## config.mk

```make
export PLATFORM = sky130hd
export DESIGN_NAME = pix_source_sequencer_flat
export DESIGN_NICKNAME = d
export VERILOG_FILES = /design/src/rtl/pix_source_sequencer_if.sv /design/src/rtl/pix_source_sequencer.sv /design/src/flat_wrapper.sv
export SDC_FILE = /design/constraint.sdc
export NUM_CORES = 1
export LEC_CHECK = 0
export ABC_AREA = 1
export CAP_MARGIN = 40
export CORE_MARGIN = 8
export CORE_UTILIZATION = 49
export CTS_BUF_LIST = sky130_fd_sc_hd__clkbuf_8
export DETAILED_ROUTE_END_ITERATION = 8
export GPL_TIMING_DRIVEN = 0
export HOLD_SLACK_MARGIN = 0.08
export PLACE_DENSITY = 0.78
export REMOVE_ABC_BUFFERS = 1
export SYNTH_ARGS = -nofsm -noshare
export SYNTH_HDL_FRONTEND = slang
export SYNTH_SLANG_ARGS = --single-unit
```

## constraint.sdc

```tcl
create_clock -name clk -period 2.4 [get_ports clk]
set_clock_uncertainty 0.2 [all_clocks]
set_input_delay 0.48 -clock clk [delete_from_list [all_inputs] [get_ports clk]]
set_output_delay 0.48 -clock clk [all_outputs]
set_load 0.02 [all_outputs]
```

## src/rtl/pix_source_sequencer_if.sv

```systemverilog
// Pixel-source bundle: camera and SPI inputs toward the sequencer, octave-facing
// pixel strobes and coordinates back out.
interface pix_source_sequencer_if;
    logic        mode_req;
    logic        cam_dv;
    logic        cam_rst;
    logic [15:0] cam_pix1;
    logic [15:0] cam_pix2;
    logic [7:0]  spi_byte;
    logic        spi_byte_vld;
    logic        spi_frame_rst;
    logic        pix_en;
    logic        pix_rst;
    logic [15:0] pix1;
    logic [15:0] pix2;
    logic [10:0] pix_x;
    logic [10:0] pix_y;
    logic        frame_done;
    logic        mode_act;
    logic        err_partial;

    modport slave (
        input  mode_req, cam_dv, cam_rst, cam_pix1, cam_pix2,
               spi_byte, spi_byte_vld, spi_frame_rst,
        output pix_en, pix_rst, pix1, pix2, pix_x, pix_y,
               frame_done, mode_act, err_partial
    );

    modport master (
        output mode_req, cam_dv, cam_rst, cam_pix1, cam_pix2,
               spi_byte, spi_byte_vld, spi_frame_rst,
        input  pix_en, pix_rst, pix1, pix2, pix_x, pix_y,
               frame_done, mode_act, err_partial
    );
endinterface

```

## src/rtl/pix_source_sequencer.sv

```systemverilog
// Selects camera or SPI pixel source, packs SPI bytes into RGB565 pairs and
// emits pixel/frame strobes with coordinates; source changes only at frame boundaries.
module pix_source_sequencer #(
    parameter int FRAME_W = 640,
    parameter int FRAME_H = 480
) (
    input logic                   clk,
    input logic                   rst,
    pix_source_sequencer_if.slave bus
);

    typedef enum logic [1:0] {S_CAM, S_SPI, S_SWITCH} state_t;

    state_t      state;
    logic        mode_act_p1;
    logic [10:0] x_cnt;
    logic [10:0] y_cnt;
    logic [2:0]  byte_cnt;
    logic [7:0]  byte_buf [0:4];

    logic        pix_en_p1;
    logic        pix_rst_p1;
    logic        frame_done_p1;
    logic        err_partial_p1;
    logic [15:0] pix1_p1;
    logic [15:0] pix2_p1;
    logic [10:0] pix_x_p1;
    logic [10:0] pix_y_p1;

    logic        pending;
    logic        boundary;
    logic        last_x;
    logic        last_pix;
    logic [10:0] x_nxt;
    logic [10:0] y_nxt;

    function automatic logic [15:0] pack565(input logic [7:0] r, input logic [7:0] g,
                                            input logic [7:0] b);
        return {r[7:3], g[7:2], b[7:3]};
    endfunction

    always_comb begin
        pending  = (bus.mode_req != mode_act_p1);
        boundary = (x_cnt == 11'd0) && (y_cnt == 11'd0) && (byte_cnt == 3'd0);
        last_x   = (x_cnt == 11'(FRAME_W - 1));
        last_pix = last_x && (y_cnt == 11'(FRAME_H - 1));
        x_nxt    = last_x ? 11'd0 : x_cnt + 11'd1;
        y_nxt    = y_cnt;
        if (last_x) y_nxt = last_pix ? 11'd0 : y_cnt + 11'd1;
    end

    // Stage p1: registered strobes, pixels and coordinates
    always_ff @(posedge clk) begin
        if (rst) begin
            state          <= S_CAM;
            mode_act_p1    <= 1'b0;
            x_cnt          <= '0;
            y_cnt          <= '0;
            byte_cnt       <= '0;
            pix_en_p1      <= 1'b0;
            pix_rst_p1     <= 1'b0;
            frame_done_p1  <= 1'b0;
            err_partial_p1 <= 1'b0;
            pix1_p1        <= '0;
            pix2_p1        <= '0;
            pix_x_p1       <= '0;
            pix_y_p1       <= '0;
        end else begin
            pix_en_p1      <= 1'b0;
            pix_rst_p1     <= 1'b0;
            frame_done_p1  <= 1'b0;
            err_partial_p1 <= 1'b0;
            case (state)
                S_CAM: begin
                    byte_cnt <= '0;
                    if (pending && (bus.cam_rst || boundary)) begin
                        state      <= S_SWITCH;
                        pix_rst_p1 <= 1'b1;
                        x_cnt      <= '0;
                        y_cnt      <= '0;
                    end else if (bus.cam_rst) begin
                        pix_rst_p1 <= 1'b1;
                        x_cnt      <= '0;
                        y_cnt      <= '0;
                    end else if (bus.cam_dv) begin
                        pix_en_p1     <= 1'b1;
                        pix1_p1       <= bus.cam_pix1;
                        pix2_p1       <= bus.cam_pix2;
                        pix_x_p1      <= x_cnt;
                        pix_y_p1      <= y_cnt;
                        frame_done_p1 <= last_pix;
                        x_cnt         <= x_nxt;
                        y_cnt         <= y_nxt;
                    end
                end
                S_SPI: begin
                    // A host frame reset always wins over a coincident byte strobe
                    if (bus.spi_frame_rst || (pending && boundary)) begin
                        if (pending) state <= S_SWITCH;
                        pix_rst_p1     <= 1'b1;
                        err_partial_p1 <= bus.spi_frame_rst && (byte_cnt != 3'd0);
                        x_cnt          <= '0;
                        y_cnt          <= '0;
                        byte_cnt       <= '0;
                    end else if (bus.spi_byte_vld) begin
                        if (byte_cnt == 3'd5) begin
                            pix_en_p1     <= 1'b1;
                            pix1_p1       <= pack565(byte_buf[0], byte_buf[1], byte_buf[2]);
                            pix2_p1       <= pack565(byte_buf[3], byte_buf[4], bus.spi_byte);
                            pix_x_p1      <= x_cnt;
                            pix_y_p1      <= y_cnt;
                            frame_done_p1 <= last_pix;
                            x_cnt         <= x_nxt;
                            y_cnt         <= y_nxt;
                            byte_cnt      <= '0;
                        end else begin
                            byte_buf[byte_cnt] <= bus.spi_byte;
                            byte_cnt           <= byte_cnt + 3'd1;
                        end
                    end
                end
                S_SWITCH: begin
                    state       <= bus.mode_req ? S_SPI : S_CAM;
                    mode_act_p1 <= bus.mode_req;
                    x_cnt       <= '0;
                    y_cnt       <= '0;
                    byte_cnt    <= '0;
                end
                default: state <= S_CAM;
            endcase
        end
    end

    assign bus.pix_en      = pix_en_p1;
    assign bus.pix_rst     = pix_rst_p1;
    assign bus.frame_done  = frame_done_p1;
    assign bus.err_partial = err_partial_p1;
    assign bus.pix1        = pix1_p1;
    assign bus.pix2        = pix2_p1;
    assign bus.pix_x       = pix_x_p1;
    assign bus.pix_y       = pix_y_p1;
    assign bus.mode_act    = mode_act_p1;

endmodule
```

## src/flat_wrapper.sv

```systemverilog
// flat-port wrapper written by rule: the top's interface ports become plain ports
module pix_source_sequencer_flat 
#(
    parameter int FRAME_W = 640,
    parameter int FRAME_H = 480
)
  (clk, rst, bus_mode_req, bus_cam_dv, bus_cam_rst, bus_cam_pix1, bus_cam_pix2, bus_spi_byte, bus_spi_byte_vld, bus_spi_frame_rst, bus_pix_en, bus_pix_rst, bus_pix1, bus_pix2, bus_pix_x, bus_pix_y, bus_frame_done, bus_mode_act, bus_err_partial);
  pix_source_sequencer_if bus_i ();
  input logic clk;
  input logic rst;
  input wire logic [$bits(bus_i.mode_req)-1:0] bus_mode_req;
  input wire logic [$bits(bus_i.cam_dv)-1:0] bus_cam_dv;
  input wire logic [$bits(bus_i.cam_rst)-1:0] bus_cam_rst;
  input wire logic [$bits(bus_i.cam_pix1)-1:0] bus_cam_pix1;
  input wire logic [$bits(bus_i.cam_pix2)-1:0] bus_cam_pix2;
  input wire logic [$bits(bus_i.spi_byte)-1:0] bus_spi_byte;
  input wire logic [$bits(bus_i.spi_byte_vld)-1:0] bus_spi_byte_vld;
  input wire logic [$bits(bus_i.spi_frame_rst)-1:0] bus_spi_frame_rst;
  output wire logic [$bits(bus_i.pix_en)-1:0] bus_pix_en;
  output wire logic [$bits(bus_i.pix_rst)-1:0] bus_pix_rst;
  output wire logic [$bits(bus_i.pix1)-1:0] bus_pix1;
  output wire logic [$bits(bus_i.pix2)-1:0] bus_pix2;
  output wire logic [$bits(bus_i.pix_x)-1:0] bus_pix_x;
  output wire logic [$bits(bus_i.pix_y)-1:0] bus_pix_y;
  output wire logic [$bits(bus_i.frame_done)-1:0] bus_frame_done;
  output wire logic [$bits(bus_i.mode_act)-1:0] bus_mode_act;
  output wire logic [$bits(bus_i.err_partial)-1:0] bus_err_partial;
  assign bus_i.mode_req = bus_mode_req;
  assign bus_i.cam_dv = bus_cam_dv;
  assign bus_i.cam_rst = bus_cam_rst;
  assign bus_i.cam_pix1 = bus_cam_pix1;
  assign bus_i.cam_pix2 = bus_cam_pix2;
  assign bus_i.spi_byte = bus_spi_byte;
  assign bus_i.spi_byte_vld = bus_spi_byte_vld;
  assign bus_i.spi_frame_rst = bus_spi_frame_rst;
  assign bus_pix_en = bus_i.pix_en;
  assign bus_pix_rst = bus_i.pix_rst;
  assign bus_pix1 = bus_i.pix1;
  assign bus_pix2 = bus_i.pix2;
  assign bus_pix_x = bus_i.pix_x;
  assign bus_pix_y = bus_i.pix_y;
  assign bus_frame_done = bus_i.frame_done;
  assign bus_mode_act = bus_i.mode_act;
  assign bus_err_partial = bus_i.err_partial;
  pix_source_sequencer #(.FRAME_W(FRAME_W), .FRAME_H(FRAME_H)) u_core (.clk(clk), .rst(rst), .bus(bus_i));
endmodule
```

### After elaboration in Yosys (flattened, before gate mapping)

Memory sizes are Yosys's and may differ from the RTL's.
Index checks and enable logic that the tools add are counted.

| storage, ports and cells | value |
|---|---|
| register bits after elaboration | 86 |
| RAM bits | 40 |
| input port bits | 47 |
| output and inout bits | 59 |
| logic and storage cells | 137 |
| memories | 1 |

| operators by class | value |
|---|---|
| $add $sub $neg | 3 |
| equal/unequal tests | 18 |
| multiplexer cells | 78 |
| bitwise gates (word level) | 2 |
| reductions and logical operators | 22 |

Memories:

| name | words | bits a word | rd ports | clocked after Yosys merged registers in | write ports | RTL line | source |
|---|---|---|---|---|---|---|---|
| u_core.byte_buf | 5 | 8 | 5 | 0 | 1 | pix_source_sequencer.sv:19 | `logic [7:0] byte_buf [0:4];` |

Operators with widths:

| kind | number |
|---|---|
| 11-bit 2-to-1 mux | 27 |
| 16-bit 2-to-1 mux | 12 |
| 11-bit case mux with 3 select lines | 2 |
| 16-bit case mux with 2 select lines | 2 |
| 11-bit case mux with 2 select lines | 2 |
| 11-bit by 1-bit adder with 11-bit output, second input constant | 2 |
| 11-bit zero test | 2 |
| 1-bit 2-to-1 mux | 22 |
| 11-bit by 10-bit equality test with 1-bit output, second input constant | 1 |
| 11-bit by 9-bit equality test with 1-bit output, second input constant | 1 |
| 2-bit != test, second input constant | 5 |
| 3-bit 2-to-1 mux | 3 |
| 2-bit by 1-bit != test with 1-bit output, second input constant | 4 |
| 7-bit AND reduction | 1 |
| 1-bit logical AND | 6 |
| 2-bit 2-to-1 mux | 3 |
| 1-bit case mux with 2 select lines | 3 |
| 2-bit case mux with 3 select lines | 1 |
| 3-bit case mux with 2 select lines | 1 |
| 3-bit nonzero test | 2 |
| 4-bit by 3-bit != test with 1-bit output, second input constant | 1 |
| 4-bit AND reduction | 1 |
| 2-bit nonzero test | 2 |
| 3-bit by 1-bit adder with 3-bit output, second input constant | 1 |
| other kinds (14) | 16 |

### Longest topological paths before layout

Gate-level depths: netlist (run 1).

| logic depth | value |
|---|---|
| depth in word-level cells | 9 |
| gate-level depth with buffers | 15 |
| mapped depth without buffers | 14 |

### Worst setup path before layout (run 1)

Ideal clock, no wire load.

| timing | value |
|---|---|
| path kind | register to register |
| start | reg u_core.x_cnt[0] |
| end | mem u_core.byte_buf[2][3], enable pin |
| setup time | 0.381 ns |
| arrival time | 1.848 ns |
| data required time | 1.819 ns |
| slack | -0.030 ns |
| cell stages (with the launch flop) | 10 |
| path buffers | 0 |
| period minus slack after synthesis | 2.430 ns |
| cell sequence | dfxtp_1 inv_1 ha_1 nand2_1 nor2_2 nand3_1 nor2_2 nor2_4 nand4_1 nor4_1 |

| on the way | value |
|---|---|
| word-level cells in the longest chain between the ends | 9 |

RTL lines:

| element | RTL line | source |
|---|---|---|
| start, declared | pix_source_sequencer.sv:16 | `logic [10:0] x_cnt;` |
| start signal, assigned | pix_source_sequencer.sv:92 | `x_cnt <= x_nxt;` |
| start signal, assigned | pix_source_sequencer.sv:113 | `x_cnt <= x_nxt;` |
| 11-bit zero test | pix_source_sequencer.sv:44 | `boundary = (x_cnt == 11'd0) && (y_cnt == 11'd0) && (byte_cnt == 3'd0);` |
| 1-bit logical AND (2 in series) | pix_source_sequencer.sv:44 |  |
| 1-bit logical AND | pix_source_sequencer.sv:98 | `if (bus.spi_frame_rst \|\| (pending && boundary)) begin` |
| 1-bit logical OR | pix_source_sequencer.sv:98 |  |
| 1-bit 2-to-1 mux | pix_source_sequencer.sv:98 |  |
| 1-bit 2-to-1 mux | pix_source_sequencer.sv:73 | `case (state)` |
| 1-bit 2-to-1 mux | pix_source_sequencer.sv:54 | `if (rst) begin` |
| 1-bit 2-to-1 mux (not written as such) | pix_source_sequencer.sv:117 | `byte_buf[byte_cnt] <= bus.spi_byte;` |
| end, declared | pix_source_sequencer.sv:19 |  |

Every way passes these cells.

### Worst setup path after layout (run 1)

| timing | value |
|---|---|
| start | reg u_core.byte_cnt[0] |
| end | mem u_core.byte_buf[2][4], enable pin |

| on the way | value |
|---|---|
| word-level cells in the longest chain between the ends | 8 |
| elaborated cells between the ends (all ways) | 11 |
| classes of those cells | 1 x eq/ne; 6 x mux; 4 x reduce/logical |

RTL lines:

| element | RTL line | source |
|---|---|---|
| start, declared | pix_source_sequencer.sv:18 | `logic [2:0] byte_cnt;` |
| start signal, assigned | pix_source_sequencer.sv:118 | `byte_cnt <= byte_cnt + 3'd1;` |
| branches (longest 8 deep; another with 3-bit equality test) | n/a |  |

Several ways; the timed one is not identified.

==> reports/summary.log, run 1 <==
INFO  sta            maxSlewViolCount=0
INFO  sta            setup_viol=4
INFO  run_status     run_status=finished, violations left
INFO  place          dp.final_hpwl=9.88mm
INFO  hold_path      timing.hold.worst.start=bus_mode_req
INFO  setup_path     cpMaxStageDelayCell=sky130_fd_sc_hd__dfxtp_1
INFO  yosys          synthMuxAreaShare=0.169%
INFO  yosys          yosysSeqAreaShare=42.8%
INFO  floorplanning  chipWidth=126µm
INFO  detailed_routing via_count=5,934
INFO  yosys          synth-edff-count=27
INFO  yosys          xor_xnor_fraction_of_synth_area=1.77%
INFO  global_routing grt_first_pass_wirelength=27.6mm
INFO  setup_path     timing.critical_path.cells=nor2_2 > nand2_2 > inv_2 > nand3_1 > nor2_2 > nor2_4 > nand4_1 > buf_6 > nor4_4 > buf_4
INFO  clock_tree     tritoncts_num_sinks=113
INFO  yosys          synth-adder-area-share=1.69%
INFO  setup_path     worstRegToRegCells=10
INFO  clock_tree     cts.reportedPaths.clkPinSlew=0.08ns
INFO  finish         final_layout_size_suffix_gt1_share=20.3%
INFO  detailed_routing detail_route.vias_per_cell=5.60
INFO  setup_path     crit_family=simple AND/OR/NAND/NOR gates
INFO  global_routing first_global_vias=5,163
INFO  sta            count_of_endpoints_failing_hold_in_the_final_timing_report=0
INFO  setup_path     startpoint_type=register
INFO  clock_tree     cts_root_buf=sky130_fd_sc_hd__clkbuf_8
INFO  pwr            p_total=8770µW
INFO  detailed_routing routed_wirelength=19.4mm
INFO  finish         synthToLayoutAreaGrowth=34.2%
INFO  clock_tree     clock_path_buffers=2
INFO  setup_path     r2r_slack=-0.01ns
INFO  setup_path     crit_path_max_incr_delay=0.54ns
INFO  global_routing grt_max_degree=51
INFO  yosys          yosysWarningCount=0
INFO  sta            final.hold.worst_slack=0.241ns
INFO  yosys          average_instance_area_after_synthesis=7.64µm²
INFO  yosys          synth_register_bits=113
INFO  sta            final_min_period_over_clock_period=101%
INFO  floorplanning  die_h=126µm
INFO  run            maxCapViolCount=0
INFO  hold_path      hold_path_depth=3
INFO  floorplanning  design.die.area=15,900µm²
INFO  detailed_routing drtAntennaViolNets=0
INFO  floorplanning  fp.coreArea=11,900µm²
INFO  yosys          ys_async_sr_fraction=0%
INFO  clock_tree     h-tree-depth=4
INFO  setup_path     critical_register_to_register_path_startpoint=u_core.byte_cnt[0]
INFO  run_status     failing_checks=negative setup slack
INFO  clock_tree     clk-insertion-delay-late=0.43ns
INFO  pwr            power_per_cell_area=1100nW/µm²
INFO  setup_path     critPathCaptureType=register
INFO  sta            worst_slew_margin_rel=72.5%
INFO  yosys          ys.flop_type=sky130_fd_sc_hd__dfxtp_1
INFO  clock_tree     cts-buffers-inserted=17
INFO  setup_path     cp.buffers_inverters=3
INFO  sta            layout_setup_ws=-0.0139ns
INFO  floorplanning  floorplan.initialDensity=49.7%
INFO  finish         fin_nets=955
INFO  yosys          synth_largest_area_cell=sky130_fd_sc_hd__dfxtp_1
INFO  yosys          synth_top_family_by_area=simple AND/OR/NAND/NOR gates
INFO  yosys          number_of_distinct_library_cells_after_synthesis=39
INFO  hold_path      holdCritPathClass=input pin to register
INFO  setup_path     worst_path_most_repeated_cell=sky130_fd_sc_hd__nor2_2
INFO  finish         diodes=0
INFO  clock_tree     cts_tree=yes
INFO  hold_path      hold-path-endpoint=u_core.bus.mode_act
INFO  yosys          netlist.area_leader.share=29.1%
INFO  floorplanning  fp-row-count=40
INFO  pwr            p_leak=0.00313µW
INFO  global_routing globalRouteTotalUtil=21.8%
INFO  detailed_routing routedWlPerCell=18.3µm
INFO  yosys          synth_simple_gate_area_share=34.3%
INFO  sta            unrepaired_setup_endpoints_after_global_routing=true
INFO  yosys          synthesis.instances=775
INFO  yosys          synth_compound_area_share=10.6%
INFO  setup_path     critPathRequiredTime=2.35ns
INFO  yosys          top_area_cells_in_the_synthesized_netlist=sky130_fd_sc_hd__dfxtp_1 (29%), sky130_fd_sc_hd__nand2_1 (15%), sky130_fd_sc_hd__edfxtp_1 (14%), sky130_fd_sc_hd__nand3_1 (8.4%), sky130_fd_sc_hd__a21oi_2 (5.2%)
INFO  global_routing number_of_antenna_violations_at_the_first_check_in_global_routing=0
INFO  global_routing grt_remaining_overflow=0
INFO  place          port_buffers=103
INFO  detailed_routing detail_route.drc_violations=0
INFO  place          gp_routability_congestion=0.901
INFO  pwr            max-vdd-ir-drop=0.560mV
INFO  setup_path     timing_worst_setup_path_type=register to register
INFO  sta            fmax=0.414GHz
INFO  sta            tightest_slew=0.413ns
INFO  sta            post-route-min-period=2.41ns
INFO  setup_path     critPathArrivalTime=2.37ns
INFO  detailed_routing detailedRoute.firstIterationViolations=591
INFO  setup_path     crit-reg2reg-capture=u_core.byte_buf[2][4]
INFO  sta            fin_setup_tns=-0.0399ns
INFO  setup_path     maximum_fanout_along_the_worst_path=8
INFO  detailed_routing number_of_iterations_in_the_first_detailed_routing_pass=6
INFO  yosys          synth.cell_area=5920µm²
INFO  floorplanning  num_io_pins=106
==> Yosys cell counts (13+ instances only) <==
cell type / n
sky130_fd_sc_hd__a21oi_1: 44
sky130_fd_sc_hd__a21oi_2: 35
sky130_fd_sc_hd__buf_2: 16
sky130_fd_sc_hd__clkbuf_1: 13
sky130_fd_sc_hd__dfxtp_1: 86
sky130_fd_sc_hd__edfxtp_1: 27
sky130_fd_sc_hd__inv_1: 51
sky130_fd_sc_hd__nand2_1: 232
sky130_fd_sc_hd__nand2_2: 17
sky130_fd_sc_hd__nand3_1: 99
sky130_fd_sc_hd__nor2_1: 43
sky130_fd_sc_hd__o21ai_0: 14
==> flip-flops by register name, summed over array words and instances (netlist names) <==
register	count
u_core.bus.pix_en	1
u_core.bus.pix_y	11
u_core.bus.err_partial	1
u_core.bus.mode_act	1
u_core.byte_cnt	3
u_core.bus.pix2	16
u_core.bus.pix_x	11
u_core.bus.pix_rst	1
u_core.bus.pix1	16
u_core.byte_buf	27
u_core.y_cnt	11
u_core.x_cnt	11
u_core.bus.frame_done	1
u_core.state	2
==> cell usage in the layout, fill, tap and decap left out, drive strengths merged <==
cell,synthesis,layout
clkbuf,13,17
dfxtp,86,86
nand2,252,262
dlymetal6s2s,0,1
o21ai,16,16
clkinv,1,7
clkinvlp,0,4
buf,31,37
ha,8,8
nand3b,1,1
o21a,1,1
inv,60,64
edfxtp,27,27
nand3,106,106
clkdlybuf4s50,0,101
bufinv,0,1
a21oi,79,79
o211ai,1,1
nor4,2,2
xor2,11,11
a21boi,1,1
nor3,12,12
mux2i,1,1
xnor2,1,1
nor2,56,57
nand4,9,9
==> worst max-delay path by stage <==
| stage | from | end | slack [ns] | depth (start not counted) |
|---|---|---|---|---|
| after floorplan | u_core.state[1] | u_core.bus.pix1[0] | -1.18 | 8 |
| after global placement | rst | u_core.byte_buf[1][3] | -3.51 | 4 |
| after detailed placement | u_core.state[1] | u_core.bus.pix1[4] | -1.34 | 9 |
| after CTS | u_core.x_cnt[0] | u_core.byte_buf[1][5] | 0.02 | 11 |
| after global routing | u_core.byte_cnt[0] | u_core.byte_buf[2][3] | -0.10 | 10 |
| final | u_core.byte_cnt[0] | u_core.byte_buf[2][4] | -0.01 | 10 |
==> metrics by stage <==
| step | setup WS (ns) | utilization, % | cells | instance area (µm²) |
|---|---|---|---|---|
| 2_1_floorplan | -1.18 | - | 731 | 5640 |
| 3_3_place_gp | -3.51 | 57.5 | 981 | 6850 |
| 3_5_place_dp | -1.34 | 58.1 | 986 | 6920 |
| 4_1_cts | 0.0174 | 63.2 | 1031 | 7530 |
| 5_1_grt | -0.102 | 66.7 | 1060 | 7950 |
| 6_report | -0.0139 | 66.7 | 1060 | 7950 |
==> cell families after synthesis <==
family | after synthesis
buf+inv | 105
xor+xnor | 12
compound gates | 98
fa+ha+maj | 8
flops | 113
mux | 1
simple gates | 438
==> final cells by class <==
class,count,area [µm²]
fillers,939,3960
multi-input cells,568,3210
flip-flops and latches,113,2540
repair buffers,139,1420
clock buffers,17,234
inverters,61,234
well taps,147,184
clock inverters,15,121
==> worst reg2reg max path: stages (launching register included) <==
cell                      delay [ns]
sky130_fd_sc_hd__dfxtp_1        0.54
sky130_fd_sc_hd__nor2_2         0.08
sky130_fd_sc_hd__nand2_2        0.15
sky130_fd_sc_hd__inv_2          0.06
sky130_fd_sc_hd__nand3_1        0.10
sky130_fd_sc_hd__nor2_2         0.06
sky130_fd_sc_hd__nor2_4         0.14
sky130_fd_sc_hd__nand4_1        0.15
sky130_fd_sc_hd__buf_6          0.19
sky130_fd_sc_hd__nor4_4         0.28
sky130_fd_sc_hd__buf_4          0.18
==> per-layer routing <==
layer,wire length (µm),up-vias,track usage [%]
li1,-,2783,-
met1,7830,2747,28.5
met2,8850,329,34.4
met3,1880,75,4.85
met4,820,0,8.07
met5,0,-,0
==> power by group <==
part	switching [µW]	internal (µW)	total [µW]
combinational	3120	1700	4810
sequential	162	2160	2320
clock	829	807	1640
total	4110	4660	8770
==> timing repair <==
action,in CTS,in global routing
gates cloned,7,4
buffers inserted,6,25
hold buffers,0,0
pin swaps,7,10
endpoints found under the setup margin,109,93
resized for setup,25,25
(Power assumes the default switching activity.)
==> inputs of run 2 (changes only) <==
--- a/config.mk
+++ b/config.mk
@@ -15,6 +15,7 @@
 export HOLD_SLACK_MARGIN = 0.08
 export PLACE_DENSITY = 0.78
 export REMOVE_ABC_BUFFERS = 1
+export SKIP_LAST_GASP = 1
 export SYNTH_ARGS = -nofsm -noshare
 export SYNTH_HDL_FRONTEND = slang
 export SYNTH_SLANG_ARGS = --single-unit
==> run 2 against run 1 <==
Compared with the run above:
- the flow still finishes with violations (negative setup slack)
- combinational power is essentially flat
- cell area shrank 0.11%
- total power shrank 0.18%
- routed wire length shrank 0.31%
==> reports/summary.log, run 2 (same netlist as run 1, synthesis figures left out) <==
INFO  detailed_routing via_count=5,976 [was 5,934]
INFO  sta            maxSlewViolCount=0 [unchanged]
INFO  clock_tree     cts_hold_buf=0 [unchanged]
INFO  finish         fin_nets=955 [unchanged]
INFO  global_routing first_global_vias=5,163 [unchanged]
INFO  floorplanning  fp-row-count=40 [unchanged]
INFO  finish         fillers=939 [unchanged]
INFO  floorplanning  num_io_pins=106 [unchanged]
INFO  finish         synthToLayoutAreaGrowth=34.1% [was 34.2%]
INFO  sta            layout_setup_ws=-0.0267ns [was -0.0139 ns]
INFO  clock_tree     cts.reportedPaths.clkPinSlew=0.08ns [about the same]
INFO  sta            final_min_period_over_clock_period=101% [about the same]
INFO  sta            fmax=0.412GHz [was 0.414 GHz]
INFO  clock_tree     cts-buffers-inserted=17 [unchanged]
INFO  run_status     run_status=finished, violations left [unchanged]
INFO  place          dp.final_hpwl=9.88mm [unchanged]
INFO  setup_path     critPathArrivalTime=2.38ns [was 2.37 ns]
INFO  finish         layout.cells.most_common_list=sky130_fd_sc_hd__nand2_1 (229), sky130_fd_sc_hd__clkdlybuf4s50_1 (101), sky130_fd_sc_hd__nand3_1 (96), sky130_fd_sc_hd__dfxtp_1 (83), sky130_fd_sc_hd__inv_1 (51) [unchanged]
INFO  hold_path      holdCritPathClass=input pin to register [unchanged]
INFO  pwr            power_per_cell_area=1100nW/µm² [about the same]
INFO  floorplanning  design.die.area=15,900µm² [unchanged]
INFO  finish         diodes=0 [unchanged]
INFO  clock_tree     clock_path_buffers=2 [unchanged]
INFO  setup_path     startpoint_type=register [unchanged]
INFO  sta            final.hold.worst_slack=0.239ns [was 0.241 ns]
INFO  run_status     failing_checks=negative setup slack [unchanged]
INFO  sta            unrepaired_setup_endpoints_after_global_routing=true [unchanged]
INFO  place          gp_routability_congestion=0.901 [unchanged]
INFO  clock_tree     tritoncts_num_sinks=113 [unchanged]
INFO  clock_tree     h-tree-depth=4 [unchanged]
INFO  finish         final-seq-area=2540µm² [unchanged]
INFO  pwr            max-vdd-ir-drop=0.561mV [was 0.560 mV]
INFO  global_routing grt_max_degree=51 [unchanged]
INFO  clock_tree     cts_tree=yes [unchanged]
INFO  finish         layout_commonest_cell=sky130_fd_sc_hd__nand2_1 [unchanged]
INFO  finish         max_ffs_per_register=27 [unchanged]
INFO  finish         fin_area=7940µm² [was 7950 µm²]
INFO  setup_path     maximum_fanout_along_the_worst_path=8 [unchanged]
INFO  floorplanning  die_h=126µm [unchanged]
INFO  setup_path     critPathCaptureType=register [unchanged]
INFO  setup_path     critPathRequiredTime=2.35ns [about the same]
INFO  global_routing grt_remaining_overflow=0 [unchanged]
INFO  finish         multi_input_area=3200µm² [was 3210 µm²]
INFO  pwr            p_leak=0.00313µW [about the same]
INFO  sta            post-route-min-period=2.43ns [was 2.41 ns]
INFO  sta            setup_viol=5 [was 4]
INFO  sta            count_of_endpoints_failing_hold_in_the_final_timing_report=0 [unchanged]
INFO  finish         register_with_the_most_flip_flops=u_core.byte_buf [unchanged]
INFO  setup_path     timing_worst_setup_path_type=register to register [unchanged]
INFO  detailed_routing detail_route.drc_violations=0 [unchanged]
INFO  detailed_routing routed_wirelength=19.3mm [was 19.4 mm]
INFO  sta            worst_slew_margin_rel=72.8% [was 72.5%]
INFO  floorplanning  fp.coreArea=11,900µm² [unchanged]
INFO  sta            tightest_slew=0.408ns [was 0.413 ns]
INFO  run            maxCapViolCount=0 [unchanged]
INFO  detailed_routing detailedRoute.firstIterationViolations=531 [was 591]
INFO  global_routing globalRouteTotalUtil=21.8% [unchanged]
INFO  global_routing grt_first_pass_wirelength=27.6mm [unchanged]
INFO  clock_tree     clk-insertion-delay-late=0.44ns [was 0.43 ns]
INFO  detailed_routing detail_route.vias_per_cell=5.64 [was 5.60]
INFO  pwr            p_total=8750µW [was 8770 µW]
INFO  detailed_routing drtAntennaViolNets=0 [unchanged]
INFO  detailed_routing number_of_iterations_in_the_first_detailed_routing_pass=7 [was 6]
INFO  global_routing number_of_antenna_violations_at_the_first_check_in_global_routing=0 [unchanged]
INFO  sta            fin_setup_tns=-0.111ns [was -0.0399 ns]
INFO  place          post_dp_cell_area=6920µm² [unchanged]
INFO  place          port_buffers=103 [unchanged]
INFO  detailed_routing routedWlPerCell=18.2µm [was 18.3 µm]
INFO  clock_tree     cts_root_buf=sky130_fd_sc_hd__clkbuf_8 [unchanged]
INFO  floorplanning  floorplan.initialDensity=49.7% [unchanged]
INFO  floorplanning  chipWidth=126µm [unchanged]
INFO  finish         final_layout_size_suffix_gt1_share=20.3% [unchanged]
-- run 2: changes by cell type in the layout (fill, tap and decap cells not counted) --
cell / before / now
sky130_fd_sc_hd__nand2_8: 10 / 9
sky130_fd_sc_hd__nand2_4: 5 / 6
-- run 2: report_power, final --
| group | total [µW] | internal [µW] | switching [µW] |
|---|---|---|---|
| sequential | 2320 | 2160 | 162 |
| clock | 1630 | 807 | 828 |
| combinational | 4800 | 1690 | 3110 |
| total | 8750 | 4650 | 4100 |
-- run 2: what timing repair did --
action | 4_1_cts | 5_1_grt
cloned | 7 | 4
buffers inserted | 6 | 25
pin swaps | 7 | 10
setup endpoints to repair | 109 | 93
resized for setup | 25 | 24
-- run 2: per-stage QoR --
step,std cells,setup WS [ns],utilization (%)
after global routing,1060,-0.0919,66.6
after floorplan,731,-1.18,-
after global placement,981,-3.51,57.5
after detailed placement,986,-1.34,58.1
after CTS,1031,0.0174,63.2
final,1060,-0.0267,66.6
-- run 2: layout make-up --
type | count | share of cell area [%]
multi-input combinational | 568 | 40.4
inverter | 61 | 2.95
timing repair buffer | 139 | 17.9
clock buffer | 17 | 2.95
clock inverter | 15 | 1.53
tap | 147 | 2.32
sequential | 113 | 32.0
-- run 2: critical path, cell delays in order, from the launching register on --
cell                      delay (ns)
sky130_fd_sc_hd__dfxtp_1        0.54
sky130_fd_sc_hd__nor2_2         0.08
sky130_fd_sc_hd__nand2_2        0.16
sky130_fd_sc_hd__inv_2          0.06
sky130_fd_sc_hd__nand3_1        0.10
sky130_fd_sc_hd__nor2_2         0.06
sky130_fd_sc_hd__nor2_4         0.15
sky130_fd_sc_hd__nand4_1        0.15
sky130_fd_sc_hd__buf_6          0.19
sky130_fd_sc_hd__nor4_4         0.28
sky130_fd_sc_hd__buf_4          0.18
-- run 2: layer usage --
layer / track usage (%) / wire length, µm / vias to the layer above
met1: 28.5 / 7800 / 2742
li1: - / - / 2785
met5: 0 / 0 / -
met3: 4.85 / 1920 / 82
met2: 34.4 / 8770 / 367
met4: 8.07 / 835 / 0
-- run 2: path summary, 6_finish.rpt --
check	start	endpoint	slack (ns)	depth (start not counted)
worst max-delay path	u_core.byte_cnt[0]	u_core.byte_buf[2][4]	-0.03	10
worst min-delay path	bus_mode_req	u_core.bus.mode_act	0.24	3
worst max register to register	u_core.byte_cnt[0]	u_core.byte_buf[2][4]	-0.03	10
worst min register to register	u_core.bus.pix2[13]	u_core.bus.pix2[13]	0.26	2
==> inputs of run 3 (changes only) <==
--- a/config.mk
+++ b/config.mk
@@ -7,8 +7,10 @@
 export LEC_CHECK = 0
 export ABC_AREA = 1
 export CAP_MARGIN = 40
+export CELL_PAD_IN_SITES_DETAIL_PLACEMENT = 1
+export CELL_PAD_IN_SITES_GLOBAL_PLACEMENT = 2
 export CORE_MARGIN = 8
-export CORE_UTILIZATION = 49
+export CORE_UTILIZATION = 28
 export CTS_BUF_LIST = sky130_fd_sc_hd__clkbuf_8
 export DETAILED_ROUTE_END_ITERATION = 8
 export GPL_TIMING_DRIVEN = 0
==> run 3 against run 2 <==
Compared with the run above:
- the flow now finishes without violations
- register-to-register slack better by 0.08 ns
- sequential power barely moved
- clock power rose by 9%
- die area increased by 64%
- sequential share of layout area down 0.90 points
- critical path depth unchanged
- core utilization fell by 27 points
- first-iteration DRC count shrank 52%
- worst setup slack better by 0.080 ns
- final cell count rose by 12%
- routed wire length increased by 14%
- count of clock-buffer cells in the layout unchanged
- critical endpoint is now u_core.byte_buf[2][6]
- highest routed layer unchanged
==> reports/summary.log, run 3 (same netlist as run 1, synthesis figures left out) <==
INFO  setup_path     cpMaxStageDelayCell=sky130_fd_sc_hd__dfxtp_1 [unchanged]
INFO  floorplanning  die_h=161µm [was 126 µm]
INFO  pwr            max-vdd-ir-drop=0.493mV [was 0.561 mV]
INFO  finish         max_ffs_per_register=27 [unchanged]
INFO  setup_path     critPathCaptureType=register [unchanged]
INFO  setup_path     critPathArrivalTime=2.30ns [was 2.38 ns]
INFO  detailed_routing number_of_iterations_in_the_first_detailed_routing_pass=4 [was 7]
INFO  detailed_routing detailedRoute.firstIterationViolations=257 [was 531]
INFO  detailed_routing routed_wirelength=22.0mm [was 19.3 mm]
INFO  clock_tree     cts_root_buf=sky130_fd_sc_hd__clkbuf_8 [unchanged]
INFO  finish         register_with_the_most_flip_flops=u_core.byte_buf [unchanged]
INFO  setup_path     cp.buffers_inverters=4 [was 3]
INFO  sta            final_min_period_over_clock_period=97.8% [was 101%]
INFO  setup_path     maximum_fanout_along_the_worst_path=5 [was 8]
INFO  hold_path      hold-path-endpoint=u_core.bus.mode_act [unchanged]
INFO  setup_path     crit_family=simple AND/OR/NAND/NOR gates [unchanged]
INFO  place          post_dp_cell_area=7110µm² [was 6920 µm²]
INFO  detailed_routing detail_route.vias_per_cell=4.77 [was 5.64]
INFO  setup_path     timing_worst_setup_path_type=register to register [unchanged]
INFO  pwr            power_per_cell_area=1110nW/µm² [was 1100 nW/µm²]
INFO  floorplanning  floorplan.initialDensity=28.3% [was 49.7%]
INFO  sta            fmax=0.426GHz [was 0.412 GHz]
INFO  setup_path     worstRegToRegCells=10 [unchanged]
INFO  finish         diodes=0 [unchanged]
INFO  setup_path     critPathRequiredTime=2.36ns [was 2.35 ns]
INFO  place          dp.final_hpwl=12.4mm [was 9.88 mm]
INFO  sta            maxSlewViolCount=0 [unchanged]
INFO  pwr            p_total=9070µW [was 8750 µW]
INFO  clock_tree     cts_tree=yes [unchanged]
INFO  finish         layout_commonest_cell=sky130_fd_sc_hd__nand2_1 [unchanged]
INFO  global_routing first_global_vias=5,809 [was 5,163]
INFO  hold_path      timing.hold.worst.start=bus_mode_req [unchanged]
INFO  setup_path     worst_path_most_repeated_cell=sky130_fd_sc_hd__inv_2 [was sky130_fd_sc_hd__nor2_2]
INFO  setup_path     r2r_slack=0.05ns [was -0.03 ns]
INFO  global_routing grt_max_degree=43 [was 51]
INFO  setup_path     crit-reg2reg-capture=u_core.byte_buf[2][6] [was u_core.byte_buf[2][4]]
INFO  sta            unrepaired_setup_endpoints_after_global_routing=true [unchanged]
INFO  floorplanning  chipWidth=161µm [was 126 µm]
INFO  clock_tree     clock_path_buffers=2 [unchanged]
INFO  finish         multi_input_area=3220µm² [was 3200 µm²]
INFO  run            maxCapViolCount=0 [unchanged]
INFO  sta            post-route-min-period=2.35ns [was 2.43 ns]
INFO  place          gp_routability_congestion=0.790 [was 0.901]
INFO  global_routing grt_remaining_overflow=0 [unchanged]
INFO  finish         final_layout_size_suffix_gt1_share=21.1% [was 20.3%]
INFO  sta            worst_slew_margin_rel=61.4% [was 72.8%]
INFO  global_routing grt_first_pass_wirelength=33.7mm [was 27.6 mm]
INFO  floorplanning  fp-row-count=53 [was 40]
INFO  detailed_routing via_count=5,685 [was 5,976]
INFO  floorplanning  num_io_pins=106 [unchanged]
INFO  sta            count_of_endpoints_failing_hold_in_the_final_timing_report=0 [unchanged]
INFO  floorplanning  design.die.area=26,100µm² [was 15,900 µm²]
INFO  finish         synthToLayoutAreaGrowth=38.2% [was 34.1%]
INFO  run_status     run_status=finished, final reports clean [was finished, violations left]
INFO  finish         fin_nets=958 [was 955]
INFO  sta            tightest_slew=0.580ns [was 0.408 ns]
INFO  clock_tree     cts-buffers-inserted=17 [unchanged]
INFO  clock_tree     clk-insertion-delay-late=0.45ns [was 0.44 ns]
INFO  clock_tree     cts.reportedPaths.clkPinSlew=0.09ns [was 0.08 ns]
INFO  clock_tree     cts_hold_buf=0 [unchanged]
INFO  finish         fillers=2,544 [was 939]
INFO  setup_path     startpoint_type=register [unchanged]
INFO  finish         fin_area=8190µm² [was 7940 µm²]
INFO  sta            setup_viol=0 [was 5]
INFO  hold_path      hold_path_depth=3 [unchanged]
INFO  detailed_routing routedWlPerCell=18.5µm [was 18.2 µm]
INFO  pwr            p_leak=0.00316µW [was 0.00313 µW]
INFO  setup_path     crit_path_max_incr_delay=0.47ns [was 0.54 ns]
INFO  clock_tree     h-tree-depth=4 [unchanged]
INFO  clock_tree     tritoncts_num_sinks=113 [unchanged]
INFO  finish         final-seq-area=2540µm² [about the same]
INFO  detailed_routing drtAntennaViolNets=0 [unchanged]
INFO  global_routing globalRouteTotalUtil=16.6% [was 21.8%]
INFO  place          port_buffers=103 [unchanged]
INFO  finish         layout.cells.most_common_list=sky130_fd_sc_hd__nand2_1 (229), sky130_fd_sc_hd__clkdlybuf4s50_1 (101), sky130_fd_sc_hd__nand3_1 (96), sky130_fd_sc_hd__dfxtp_1 (81), sky130_fd_sc_hd__inv_1 (49) [was sky130_fd_sc_hd__nand2_1 (229), sky130_fd_sc_hd__clkdlybuf4s50_1 (101), sky130_fd_sc_hd__nand3_1 (96), sky130_fd_sc_hd__dfxtp_1 (83), sky130_fd_sc_hd__inv_1 (51)]
INFO  sta            fin_setup_tns=0ns [was -0.111 ns]
INFO  hold_path      holdCritPathClass=input pin to register [unchanged]
INFO  floorplanning  fp.coreArea=20,900µm² [was 11,900 µm²]
INFO  global_routing number_of_antenna_violations_at_the_first_check_in_global_routing=0 [unchanged]
INFO  setup_path     timing.critical_path.cells=inv_2 > nand2_2 > inv_2 > nand3_1 > nor2_2 > nor2_4 > nand4_1 > buf_6 > nor4_4 > buf_4 [was nor2_2 > nand2_2 > inv_2 > nand3_1 > nor2_2 > nor2_4 > nand4_1 > buf_6 > nor4_4 > buf_4]
INFO  setup_path     critical_register_to_register_path_startpoint=u_core.byte_cnt[2] [was u_core.byte_cnt[0]]
INFO  detailed_routing detail_route.drc_violations=0 [unchanged]
==> run 3: changes by cell type in the layout (fill, tap and decap cells not counted), sizes merged <==
| cell | change |
|---|---|
| clkinv | -2 |
| buf | +3 |
| clkinvlp | -2 |
| inv | +4 |
==> run 3: worst register-to-register path: cells and delay by family, from the launching register on <==
| kind | cells | cell delay [ns] |
|---|---|---|
| simple gates | 6 | 0.84 |
| flops | 1 | 0.47 |
| buf+inv | 4 | 0.56 |
==> run 3: power by group <==
group,switching [µW],internal (µW)
registers,164,2160
clock network,934,847
logic,3210,1760
==> run 3: layer usage <==
metal	share of wire, %	GRT usage (%)	vias up	routed length (µm)
li1	-	-	2802	-
met4	1.7	4.76	0	366
met1	48	21.9	2741	10600
met3	5.0	4.10	22	1100
met2	45	26.5	120	9990
met5	0	0	-	0
==> run 3: layout make-up <==
class	instances	area share, %
sequential	113	31.1
multi-input combinational	568	39.3
inverter	61	2.92
clock inverter	15	1.82
tap	275	4.20
timing repair buffer	142	17.8
clock buffer	17	2.86
==> run 3: through the flow <==
stage	setup WS (ns)	hold slack (ns)	std cells	utilization, %
after floorplan	-1.18	0.278	731	-
after global placement	-4.13	0.249	1109	33.6
after detailed placement	-1.75	0.253	1115	34.0
after CTS	-0.0782	0.266	1175	38.1
after global routing	-0.0261	0.250	1191	39.2
final	0.0529	0.242	1191	39.2
==> run 3: timing repair <==
| item | in CTS | in global routing |
|---|---|---|
| gates resized for setup | 30 | 21 |
| buffers inserted | 18 | 15 |
| pin swaps | 8 | 5 |
| cloned | 10 | 1 |
| endpoints found under the setup margin | 109 | 100 |
==> run 3: worst max-delay path by stage <==
stage / from / to / slack [ns] / cells past startpoint
floorplan: u_core.state[1] / u_core.bus.pix1[0] / -1.18 / 8
global placement: rst / u_core.byte_buf[2][5] / -4.13 / 4
detailed placement: u_core.state[1] / u_core.bus.pix1[12] / -1.75 / 9
CTS: bus_mode_req / u_core.bus.pix1[12] / -0.08 / 9
global route: u_core.bus.mode_act / bus_mode_act / -0.03 / 1
finish: u_core.byte_cnt[2] / u_core.byte_buf[2][6] / 0.05 / 10
